**config.mk**
```make
export PLATFORM = sky130hd
export DESIGN_NAME = fft_frame_sequencer
export DESIGN_NICKNAME = d
export VERILOG_FILES = /design/src/rtl/fft_pkg.sv /design/src/rtl/fft_out_skid.sv /design/src/rtl/fft_frame_sequencer.sv
export SDC_FILE = /design/constraint.sdc
export NUM_CORES = 1
export LEC_CHECK = 0
export CAP_MARGIN = 15
export CORE_MARGIN = 2
export CORE_UTILIZATION = 25
export CTS_BUF_LIST = sky130_fd_sc_hd__clkbuf_8
export CTS_CLUSTER_DIAMETER = 50
export CTS_CLUSTER_SIZE = 14
export DETAILED_ROUTE_END_ITERATION = 6
export RECOVER_POWER = 100
export SLEW_MARGIN = 20
export SYNTH_ARGS = -nofsm -noshare
export SYNTH_HDL_FRONTEND = slang
export SYNTH_HIERARCHICAL = 1
export SYNTH_SLANG_ARGS = --single-unit
```
**constraint.sdc**
```tcl
create_clock -name iCLK -period 13.8 [get_ports iCLK]
set_clock_uncertainty 0.1 [all_clocks]
set_input_delay 4.14 -clock iCLK [delete_from_list [all_inputs] [get_ports iCLK]]
set_output_delay 4.14 -clock iCLK [all_outputs]
set_load 0.01 [all_outputs]
```
**src/rtl/fft_pkg.sv**
```systemverilog
// Shared constants, sequencer state encoding and the bank write-enable helper
// for the FFT frame sequencer.
package fft_pkg;

    localparam int FFT_N       = 2048;
    localparam int FFT_BANKS   = 4;
    localparam int BANK_ADDR_W = 9;
    localparam int IDX_W       = 11;

    typedef enum logic [2:0] {
        ST_LOAD   = 3'd0,
        ST_FLUSH  = 3'd1,
        ST_START  = 3'd2,
        ST_RUN    = 3'd3,
        ST_UNLOAD = 3'd4
    } seq_state_t;

    // One-hot write enable for the bank that owns a given sample.
    function automatic logic [FFT_BANKS-1:0] bank_onehot(input logic [1:0] bank);
        return FFT_BANKS'(1) << bank;
    endfunction

endpackage

```
**src/rtl/fft_out_skid.sv**
```systemverilog
// Two-entry valid/ready output buffer; out_valid comes from the registered
// occupancy only, so it never depends on out_ready within a cycle.
module fft_out_skid #(
    parameter int W = 28
) (
    input  logic         clk,
    input  logic         rst_n,
    input  logic         in_valid,
    input  logic [W-1:0] in_data,
    output logic         out_valid,
    output logic [W-1:0] out_data,
    input  logic         out_ready,
    output logic [1:0]   count
);

    logic [W-1:0] slot0;
    logic [W-1:0] slot1;
    logic         pop;

    assign out_valid = (count != 2'd0);
    assign out_data  = slot0;
    assign pop       = out_valid && out_ready;

    // The producer guarantees no push while full without a pop in the same cycle.
    always_ff @(posedge clk or negedge rst_n) begin
        if (!rst_n) begin
            slot0 <= '0;
            slot1 <= '0;
            count <= 2'd0;
        end else begin
            case (count)
                2'd0: begin
                    if (in_valid) begin
                        slot0 <= in_data;
                        count <= 2'd1;
                    end
                end
                2'd1: begin
                    if (in_valid && pop) begin
                        slot0 <= in_data;
                    end else if (in_valid) begin
                        slot1 <= in_data;
                        count <= 2'd2;
                    end else if (pop) begin
                        count <= 2'd0;
                    end
                end
                default: begin
                    if (pop) begin
                        slot0 <= slot1;
                        if (in_valid) begin
                            slot1 <= in_data;
                        end else begin
                            count <= 2'd1;
                        end
                    end
                end
            endcase
        end
    end

endmodule

```
**src/rtl/fft_frame_sequencer.sv**
```systemverilog
// Frame sequencer around fft_top: scatters a 2048-sample input stream into the
// four banks, starts the transform, then streams the results out with bin index.
//
// Both streams use valid/ready: a transfer happens on every rising clock edge
// where valid and ready are both high; once valid rises, it and the data hold
// until that transfer.
module fft_frame_sequencer
    import fft_pkg::*;
#(
    parameter int DATA_W = 16,
    parameter int RES_W  = 17,
    parameter int ADDR_W = 9
) (
    input  logic              iCLK,
    input  logic              iRESET,
    input  logic              iS_VALID,
    input  logic [DATA_W-1:0] iS_DATA,
    output logic              oS_READY,
    output logic              oM_VALID,
    output logic [RES_W-1:0]  oM_DATA,
    output logic [IDX_W-1:0]  oM_INDEX,
    input  logic              iM_READY,
    output logic [DATA_W-1:0] oFFT_DATA,
    output logic [ADDR_W-1:0] oFFT_ADDR_WR,
    output logic [3:0]        oFFT_WE,
    output logic [ADDR_W-1:0] oFFT_ADDR_RD,
    output logic              oFFT_START,
    input  logic              iFFT_RDY,
    input  logic [RES_W-1:0]  iFFT_RE_0,
    input  logic [RES_W-1:0]  iFFT_RE_1,
    input  logic [RES_W-1:0]  iFFT_RE_2,
    input  logic [RES_W-1:0]  iFFT_RE_3,
    output logic              oBUSY,
    output logic              oFRAME_DONE,
    output logic [2:0]        dbg_state
);

    localparam int CNT_W = ADDR_W + 2;
    localparam int SK_W  = RES_W + CNT_W;

    seq_state_t          state;
    seq_state_t          state_n;

    logic [CNT_W-1:0]    wr_cnt;
    logic [CNT_W:0]      rd_cnt;
    logic [ADDR_W-1:0]   addr_hold;

    logic                b_vld;
    logic [CNT_W-1:0]    b_idx;
    logic [RES_W-1:0]    rd_data;

    logic                sk_valid;
    logic [SK_W-1:0]     sk_data;
    logic [1:0]          occ;
    logic [2:0]          credit;

    logic                in_hs;
    logic                out_hs;
    logic                last_out;
    logic                rd_issue;

    assign in_hs    = iS_VALID && oS_READY;
    assign out_hs   = sk_valid && iM_READY;
    assign last_out = (state == ST_UNLOAD) && out_hs &&
                      (sk_data[SK_W-1:RES_W] == CNT_W'(FFT_N - 1));

    // Slots committed downstream: buffered entries plus the read returning now,
    // net of the entry leaving this cycle.
    assign credit   = {1'b0, occ} + {2'b00, b_vld} - {2'b00, out_hs};
    assign rd_issue = (state == ST_UNLOAD) && !rd_cnt[CNT_W] && (credit < 3'd2);

    always_comb begin
        state_n = state;
        case (state)
            ST_LOAD: begin
                if (in_hs && (wr_cnt == CNT_W'(FFT_N - 1))) begin
                    state_n = ST_FLUSH;
                end
            end
            ST_FLUSH:  state_n = ST_START;
            ST_START:  state_n = ST_RUN;
            ST_RUN: begin
                if (iFFT_RDY) begin
                    state_n = ST_UNLOAD;
                end
            end
            ST_UNLOAD: begin
                if (last_out) begin
                    state_n = ST_LOAD;
                end
            end
            default:   state_n = ST_LOAD;
        endcase
    end

    always_ff @(posedge iCLK or negedge iRESET) begin
        if (!iRESET) begin
            state        <= ST_LOAD;
            oS_READY     <= 1'b0;
            oFFT_START   <= 1'b0;
            oFFT_WE      <= '0;
            oFFT_DATA    <= '0;
            oFFT_ADDR_WR <= '0;
            wr_cnt       <= '0;
        end else begin
            state      <= state_n;
            oS_READY   <= (state_n == ST_LOAD);
            oFFT_START <= (state_n == ST_START);
            oFFT_WE    <= '0;
            if (in_hs) begin
                oFFT_DATA    <= iS_DATA;
                oFFT_ADDR_WR <= wr_cnt[ADDR_W-1:0];
                oFFT_WE      <= bank_onehot(wr_cnt[CNT_W-1:ADDR_W]);
                wr_cnt       <= wr_cnt + 1'b1;
            end
            if (last_out) begin
                wr_cnt <= '0;
            end
        end
    end

    // Read side: the address goes out in the issue cycle, data and its index
    // are paired up one cycle later on the b stage.
    always_ff @(posedge iCLK or negedge iRESET) begin
        if (!iRESET) begin
            rd_cnt    <= '0;
            addr_hold <= '0;
            b_vld     <= 1'b0;
            b_idx     <= '0;
        end else begin
            b_vld <= rd_issue;
            if (rd_issue) begin
                b_idx     <= rd_cnt[CNT_W-1:0];
                addr_hold <= rd_cnt[ADDR_W-1:0];
                rd_cnt    <= rd_cnt + 1'b1;
            end
            if (last_out) begin
                rd_cnt <= '0;
            end
        end
    end

    always_comb begin
        rd_data = iFFT_RE_0;
        case (b_idx[CNT_W-1:ADDR_W])
            2'd0:    rd_data = iFFT_RE_0;
            2'd1:    rd_data = iFFT_RE_1;
            2'd2:    rd_data = iFFT_RE_2;
            default: rd_data = iFFT_RE_3;
        endcase
    end

    fft_out_skid #(
        .W (SK_W)
    ) u_skid (
        .clk       (iCLK),
        .rst_n     (iRESET),
        .in_valid  (b_vld),
        .in_data   ({b_idx, rd_data}),
        .out_valid (sk_valid),
        .out_data  (sk_data),
        .out_ready (iM_READY),
        .count     (occ)
    );

    assign oM_VALID     = sk_valid;
    assign oM_DATA      = sk_data[RES_W-1:0];
    assign oM_INDEX     = sk_data[SK_W-1:RES_W];
    assign oFFT_ADDR_RD = rd_issue ? rd_cnt[ADDR_W-1:0] : addr_hold;
    assign oBUSY        = (state != ST_LOAD);
    assign oFRAME_DONE  = last_out;
    assign dbg_state    = state;

endmodule

```
Yosys cells after proc, flatten, opt, wreduce, memory -nomap -nowiden:

Cells that the tools add are included.

* $add $sub $neg: 4
* magnitude comparators: 1
* equality and inequality tests: 15
* shift operators: 1
* mux-type cells: 26
* bitwise logic cells: 1
* reductions and logical operators: 22

Operators by type and width (count)
* 28-bit 2-to-1 mux: 6
* 28-bit one-hot mux with 2 select lines: 2
* 17-bit one-hot mux with 3 select lines: 1
* 12-bit 2-to-1 mux: 2
* 11-bit equality test (second input constant): 2
* 11-bit 2-to-1 mux: 2
* 3-bit one-hot mux with 5 select lines: 1
* 12-bit by 1-bit adder with 12-bit output (second input constant): 1
* 2-bit 2-to-1 mux: 6
* 11-bit by 1-bit adder with 11-bit output (second input constant): 1
* 3-bit by 2-bit equality test with 1-bit output (second input constant): 3
* 3-bit 2-to-1 mux: 3
* 9-bit 2-to-1 mux: 1
* 1-bit logical AND: 8
* 2-bit nonzero test: 4
* 3-bit zero test: 2
* 3-bit AND reduction: 2
* 3-bit nonzero test: 2
* 5-bit AND reduction: 1
* 2-bit by 1-bit equality test with 1-bit output (second input constant): 2
* 2-bit zero test: 2
* 4-bit 2-to-1 mux: 1
* 2-bit != test (second input constant): 2
* 2-bit one-hot mux with 2 select lines: 1
* other kinds (12): 12

* register bits: 136
* bits of input ports: 89
* output and inout bits: 74
* word-level logic and storage cells: 84

Longest topological paths before layout:

* depth after elaboration: 7
* gate-level depth with buffers: 11

Cells and area by module:

Netlist, hierarchy kept.

Modules (own cells, without submodules)
* fft_frame_sequencer: times used 1, cells each 281, area each 3688.5 µm², seq. area each 1951.9 µm²
* fft_out_skid: times used 1, cells each 299, area each 3274.4 µm², seq. area each 1451.4 µm²

Worst setup path after synthesis:

OpenSTA, ideal clock, no wires.

* path type: in2out
* start: in iM_READY
* end: out oFFT_ADDR_RD[0]
* data arrival time: 6.170 ns
* setup slack: 3.390 ns
* cell stages on the path: 8
* buffers on the path: 1
* cells stage by stage: and2_1 -> ha_1 -> nor2b_1 -> fa_1 -> xor2_1 -> nand3_1 -> clkbuf_1 -> mux2_2

* longest elaborated chain between the ends: 5

Ends and longest elaborated chain
* start, declared: RTL line fft_frame_sequencer.sv:22 `input logic iM_READY,`
* 1-bit logical AND: RTL line fft_frame_sequencer.sv:63 `assign out_hs = sk_valid && iM_READY;`
* 3-bit by 1-bit subtractor with 3-bit output: RTL line fft_frame_sequencer.sv:69 `assign credit = {1'b0, occ} + {2'b00, b_vld} - {2'b00, out_hs};`
* 3-bit by 2-bit < comparator with 1-bit output: RTL line fft_frame_sequencer.sv:70 `assign rd_issue = (state == ST_UNLOAD) && !rd_cnt[CNT_W] && (credit < 3'd2);`
* 1-bit logical AND: RTL line fft_frame_sequencer.sv:70
* 9-bit 2-to-1 mux
* end, declared: RTL line fft_frame_sequencer.sv:26 `output logic [ADDR_W-1:0] oFFT_ADDR_RD,`

Every way passes these cells.

Final worst setup path:

* start: in iM_READY
* end: out oFFT_ADDR_RD[3]

The elaborated chain is that of the path after synthesis.

==> results.toml <==
[run_status]
status = "complete, but fails checks"
violations = "max-capacitance violations, max-slew violations"

[flow_run]
max-cap-violations = 5

[die]
coreArea_um2 = 27600
rows = 61
die_x_um = 171
ioPinCount = 163
fp.dieH_um = 171
dieArea_um2 = 29200
start_util_pct = 25.2

[pwr]
leakage_uw = 0.00387
p_clk_share_pct = 37.7
p_per_area_nw_per_um2 = 100
p_switching_uw = 237
pwr-share-comb_pct = 13.9
power_frac_seq_pct = 48.3
swShare_pct = 25.5
p_int_uw = 693
vdd_drop_max_mv = 0.0736

[clock_tree]
cts_resized = 0
cts_sinks = 136
cts_root_buffer = "clkbuf_8"
clk_pin_slew_ps = 80
clkLatencyLatePin_ps = 450
clk_path_buf_depth = 2
cts_setup_buffers = 0
cts_tree = "yes"
cts_max_level = 4
ctsHoldBuffers = 0
cts_inserted_buffers = 17

[cells_and_area]
area_growth_pct = 33.5
drive_gt1_share_pct = 24.4
final_common_cell = "dfrtp_1"
diodes = 0
fillers = 2826
final_util_pct = 33.7
most-common-layout-cells = "135 x dfrtp_1, 93 x mux2_2, 85 x clkdlybuf4s50_1"
fin_nets = 823

[timing]
fin_crit_sh_pct = 89.6
slew_headroom_pct = -169
final_hold_viol_count = 0
rsz0062_at_grt = "no"
fmax_mhz = 80.9
slew_violations = 269
worstMarginPinSlew_ps = 4040
period_needed_ps = 12360
setup_viol = 0
final.setup.tns_ps = 0

[synth]
ys_seq_elements = 136
syn_area_per_cell_um2 = 12.0
synth.area.top_cells = "dfrtp_1 49%, mux2_2 16%, mux4_2 5.5%"
synthArstFlopShare_pct = 100
synth.yosys.seq_area_share_pct = 48.9
synth_cells = 580
syn_area_um2 = 6960
yosysWarnings = 6
yosys.area.top_type_share_pct = 48.9
synthDistinctLibCells = 48
synthFlopType = "dfrtp_1"
synth_edf_count = 0
syn_nets = 673
yosysTopAreaCell = "dfrtp_1"

[placed_design]
port_buffers = 162
post-dp-hpwl_um = 12500
finalWeightedCongestion = 0.763

[drt]
drt_pass1_iterations = 4
routed_via_density = 4.74
dr_total_vias = 5305
final_antenna_net_count = 0
routed_wl_um = 18800
routedWlPerCell_um = 16.8
drt_iter0_markers = 324
drc = 0

[critical_path]
crit_arrival_ps = 8120
reg2reg_from = "u_skid/count[1]"
reg2reg_depth = 10
critical_path_required_ps = 9560
reg2reg_to = "b_idx[10]"
cp-end-kind = "output pin"
cp-start-kind = "primary input"
path_class = "primary input to output pin"
r2r_slack_ps = 7820
cp_max_fo = 20

[grt]
grt_util_all_layers_pct = 13.1
grt_max_degree = 75
first_global_vias = 5443
grt_overflow = 0
grt_pass1_wl_um = 29800
antenna_found_initial = 0

[min_path]
min_path_type = "register to register"
min_to = "addr_hold[7]"
hold_depth = 1
min_from = "addr_hold[7]"
## sequential cells by signal (all words and copies together) (netlist names)
name	count
oFFT_ADDR_WR	9
oFFT_START	1
addr_hold	9
oS_READY	1
wr_cnt	11
dbg_state	3
u_skid/slot1	28
b_idx	11
rd_cnt	12
oFFT_DATA	16
b_vld	1
u_skid/out_data	28
u_skid/count	2
oFFT_WE	4
## worst max-delay path: stages
cell and delay, ps:
dlygate4sd3_1 560, and2_0 200, ha_1 290, nor2b_1 50, fa_1 400, xor2_1 220
nand3_1 470, clkbuf_1 770, mux2_2 420, dlygate4sd3_1 600
## cell type report
type	instances	area (um2)	area share, %
Clock buffer	19	262	2.81
Sequential cell	136	3400	36.6
Timing Repair Buffer	174	1680	18.0
Clock inverter	12	150	1.61
Multi-Input combinational cell	392	3300	35.5
Inverter	9	33.8	0.363
Tap cell	378	473	5.09
## through the flow
step	power [uW]	worst slack [ps]	cell area [um2]	hold WS, ps	std cells
final	930	1440	9300	387	1120
after global routing	978	1130	9300	405	1120
after CTS	959	2190	9370	402	1120
after detailed placement	598	2220	8950	381	1089
after global placement	596	2260	8950	380	1089
after floorplan	509	3390	6960	375	580
## power by group through the flow
stage / clock [uW] / combinational, uW / sequential [uW]
5_1_grt: 381 / 143 / 455
6_report: 351 / 129 / 449
3_3_place_gp: 0 / 139 / 458
2_1_floorplan: 0 / 44.9 / 464
3_5_place_dp: 0 / 140 / 458
4_1_cts: 368 / 141 / 451
## cell families (layout without fill, tap and decap cells)
group           count (synthesis)  in the layout  share of synthesized area (%)
compound gates                112            112                           10.0
buf+inv                        52            214                           3.47
mux                           117            117                           21.7
flops                         136            136                           48.9
fa+ha+maj                       4              4                          0.827
xor+xnor                       16             16                           2.01
simple gates                  143            143                           13.1
## routing by layer
layer,share of wire (%),vias to the layer above,track usage (%),wire length [um]
li1,-,2470,-,-
met1,46,2665,16.9,8560
met2,47,152,21.2,8850
met3,6.2,18,3.86,1170
met4,1.1,0,4.02,201
met5,0,-,0,0
## worst max-delay path by stage
| stage | from | end | slack [ps] | cells after the start |
|---|---|---|---|---|
| after floorplan | iM_READY | oFFT_ADDR_RD[0] | 3390 | 8 |
| after global placement | iM_READY | oFFT_ADDR_RD[3] | 2260 | 10 |
| after detailed placement | iM_READY | oFFT_ADDR_RD[5] | 2220 | 10 |
| after CTS | iM_READY | oFFT_ADDR_RD[5] | 2190 | 10 |
| after global routing | iM_READY | oFFT_ADDR_RD[3] | 1130 | 10 |
| final | iM_READY | oFFT_ADDR_RD[3] | 1440 | 10 |
## synthesized netlist by cell type, types with 2 or more instances
library cell and count:
nor2_1 18, o21bai_1 2, xnor2_1 3, nor3b_1 3, nand4b_1 28, inv_1 9
clkbuf_1 29, nand2b_1 2, ha_1 3, dfrtp_1 136, or3_1 7, nand3b_1 2
buf_6 2, mux2_2 99, mux4_2 17, buf_2 7, or2_2 29, o21ai_0 10
buf_8 2, nand3_1 13, xor2_1 13, a21oi_1 37, nor2b_1 3, nand4_1 6
o22ai_1 29, buf_1 3, and4_1 5, nand2_1 13, and3_1 3, o211ai_1 29
Power figures use the tool's default switching activity.
==> RTL change (same flow settings) <==
Register the output `dbg_state` once more, cleared by the reset; this adds one clock of latency there. The other outputs are not delayed to match.
--- a/src/rtl/fft_frame_sequencer.sv
+++ b/src/rtl/fft_frame_sequencer.sv
@@ -169,7 +169,13 @@
     assign oFFT_ADDR_RD = rd_issue ? rd_cnt[ADDR_W-1:0] : addr_hold;
     assign oBUSY        = (state != ST_LOAD);
     assign oFRAME_DONE  = last_out;
-    assign dbg_state    = state;
+    always_ff @(posedge iCLK or negedge iRESET) begin
+        if (!iRESET) begin
+            dbg_state <= '0;
+        end else begin
+            dbg_state <= state;
+        end
+    end
 
 endmodule
 
Formal check against the unedited RTL: same outputs for any inputs over 10 cycles, from zero or initial values and one cycle with iRESET low; that may be too few to reach the edited logic, so the function may still have changed.
==> RTL change against the unedited design <==
The run still ends with capacitance limit, slew limit left. Design area up 0.43%. Area after synthesis rose by 1.5%. Routed wire length is 3.0% higher. Worst setup slack gained 47 ps. Utilization is essentially flat. Sequential cell count rose by 3. Critical path depth shrank 1. Die area rose by 1.4%. Critical endpoint is now oFFT_ADDR_RD[4]. Largest cell class unchanged.
Power is not compared: it rests on default switching activity, and its combinational part moved more than twofold at a synthesized area within 25%.
==> RTL change: results (changes against the unedited design) <==
Routing
  • Met2 Wirelength: 8360 um (was 8850 um)
  • Met3 routed wirelength: 2510 um (was 1170 um)
  • Vias post-DR: 5376 (was 5305)
  • WL met1: 8330 um (was 8560 um)
  • Final WL: 19300 um (was 18800 um)
  • Wire length per cell: 17.2 um (was 16.8 um)
  • DR iter-0 viols: 284 (was 324)

Critical path
  • CP Max Fanout: 35 (was 20)
  • Crit start category: input port (unchanged)
  • Crit-path slowest cell: nand3_2 (was clkbuf_1)

Power and ir drop
  • Max VDD drop: 0.0941 mV
  • Final Power: 1.65 mW

Cells and area
  • Nets: 823 (unchanged)
  • Share of cells above drive strength 1: 0.239 (was 0.244)
  • Final instance area: 9340 sq um (was 9300 sq um)
  • Filler Cell Count: 2824 (was 2826)

Run status
  • Status: complete, but fails checks (unchanged)
  • Failing checks: capacitance limit, slew limit (unchanged)

GRT
  • Total GRT Usage: 0.130 (was 0.131)
  • Antenna violations before repair: 1 (was 0)
  • Met1 GRT Util: 0.165 (was 0.169)
  • First-pass GRT wire length: 29800 um (about the same)
  • Vias in the first global route: 5346 (was 5443)
  • Pin count of the biggest net entering global routing: 72 (was 75)
  • M2 GR Usage: 0.201 (was 0.212)

Place
  • Pre-CTS WS: 1790 ps (was 2220 ps)
  • Gpl congestion: 0.776 (was 0.763)
  • HPWL reported at the end of detailed placement: 12700 um (was 12500 um)
  • Area after DPL: 9000 sq um (was 8950 sq um)

Yosys
  • Post-synthesis mux area share: 0.210 (was 0.217)
  • Area contributors post-synth: dfrtp_1 49%, mux2_2 15%, mux4_2 5.4%, nand4b_1 3.5%, o211ai_1 3.1% (was dfrtp_1 49%, mux2_2 16%, mux4_2 5.5%, nand4b_1 3.5%, o211ai_1 3.1%)
  • Distinct cell type count after synthesis: 46 (was 48)
  • Post-synthesis compound-gate area fraction: 0.0985 (was 0.100)
  • Synth Area in Adders: 0.00815 (was 0.00827)
  • Synth Area in XOR/XNOR: 0.0186 (was 0.0201)
  • Sequential-to-total area share from yosys stat: 0.492 (was 0.489)
  • Syn_nets: 677 (was 673)
  • Synthesized area per cell: 12.1 sq um (was 12.0 sq um)
  • Post-synth top cells: 139 x dfrtp_1, 96 x mux2_2, 34 x a21oi_1 (was 136 x dfrtp_1, 99 x mux2_2, 37 x a21oi_1)

STA
  • Max Slew Vio Count: 207 (was 269)
  • Slew margin rel.: -1.56 (was -1.69)

Flow run
  • Count of max-cap constraint violations: 4 (was 5)
==> RTL change: final cells by class <==
type,instances,area share
inverters,12,0.00496
well taps,378,0.0506
flip-flops and latches,139,0.373
clock buffers,17,0.0251
clock inverters,14,0.0161
multi-input cells,389,0.352
diodes,1,0.000268
repair buffers,171,0.178
==> RTL change: path summary, 6_finish.rpt <==
kind	endpoint	slack [ps]	depth (start not counted)
max reg2reg	u_skid/out_data[22]$_DFFE_PN0P_	9850	4
min reg2reg	addr_hold[7]$_DFF_PN0_	370	2
max in group asynchronous	dbg_state[2]$_DFF_PN0_	3750	2
min	addr_hold[7]$_DFF_PN0_	370	2
max	oFFT_ADDR_RD[4]	1480	9
min in group asynchronous	u_skid/out_data[1]$_DFFE_PN0P_	4920	1
==> RTL change: logic make-up after synthesis <==
family | after synthesis
and+or+nand+nor | 146
DFF | 139
muxes | 115
AOI/OAI and AO/OA | 109
buffers and inverters | 56
xor gates and xnor gates | 15
adders and majority gates | 4
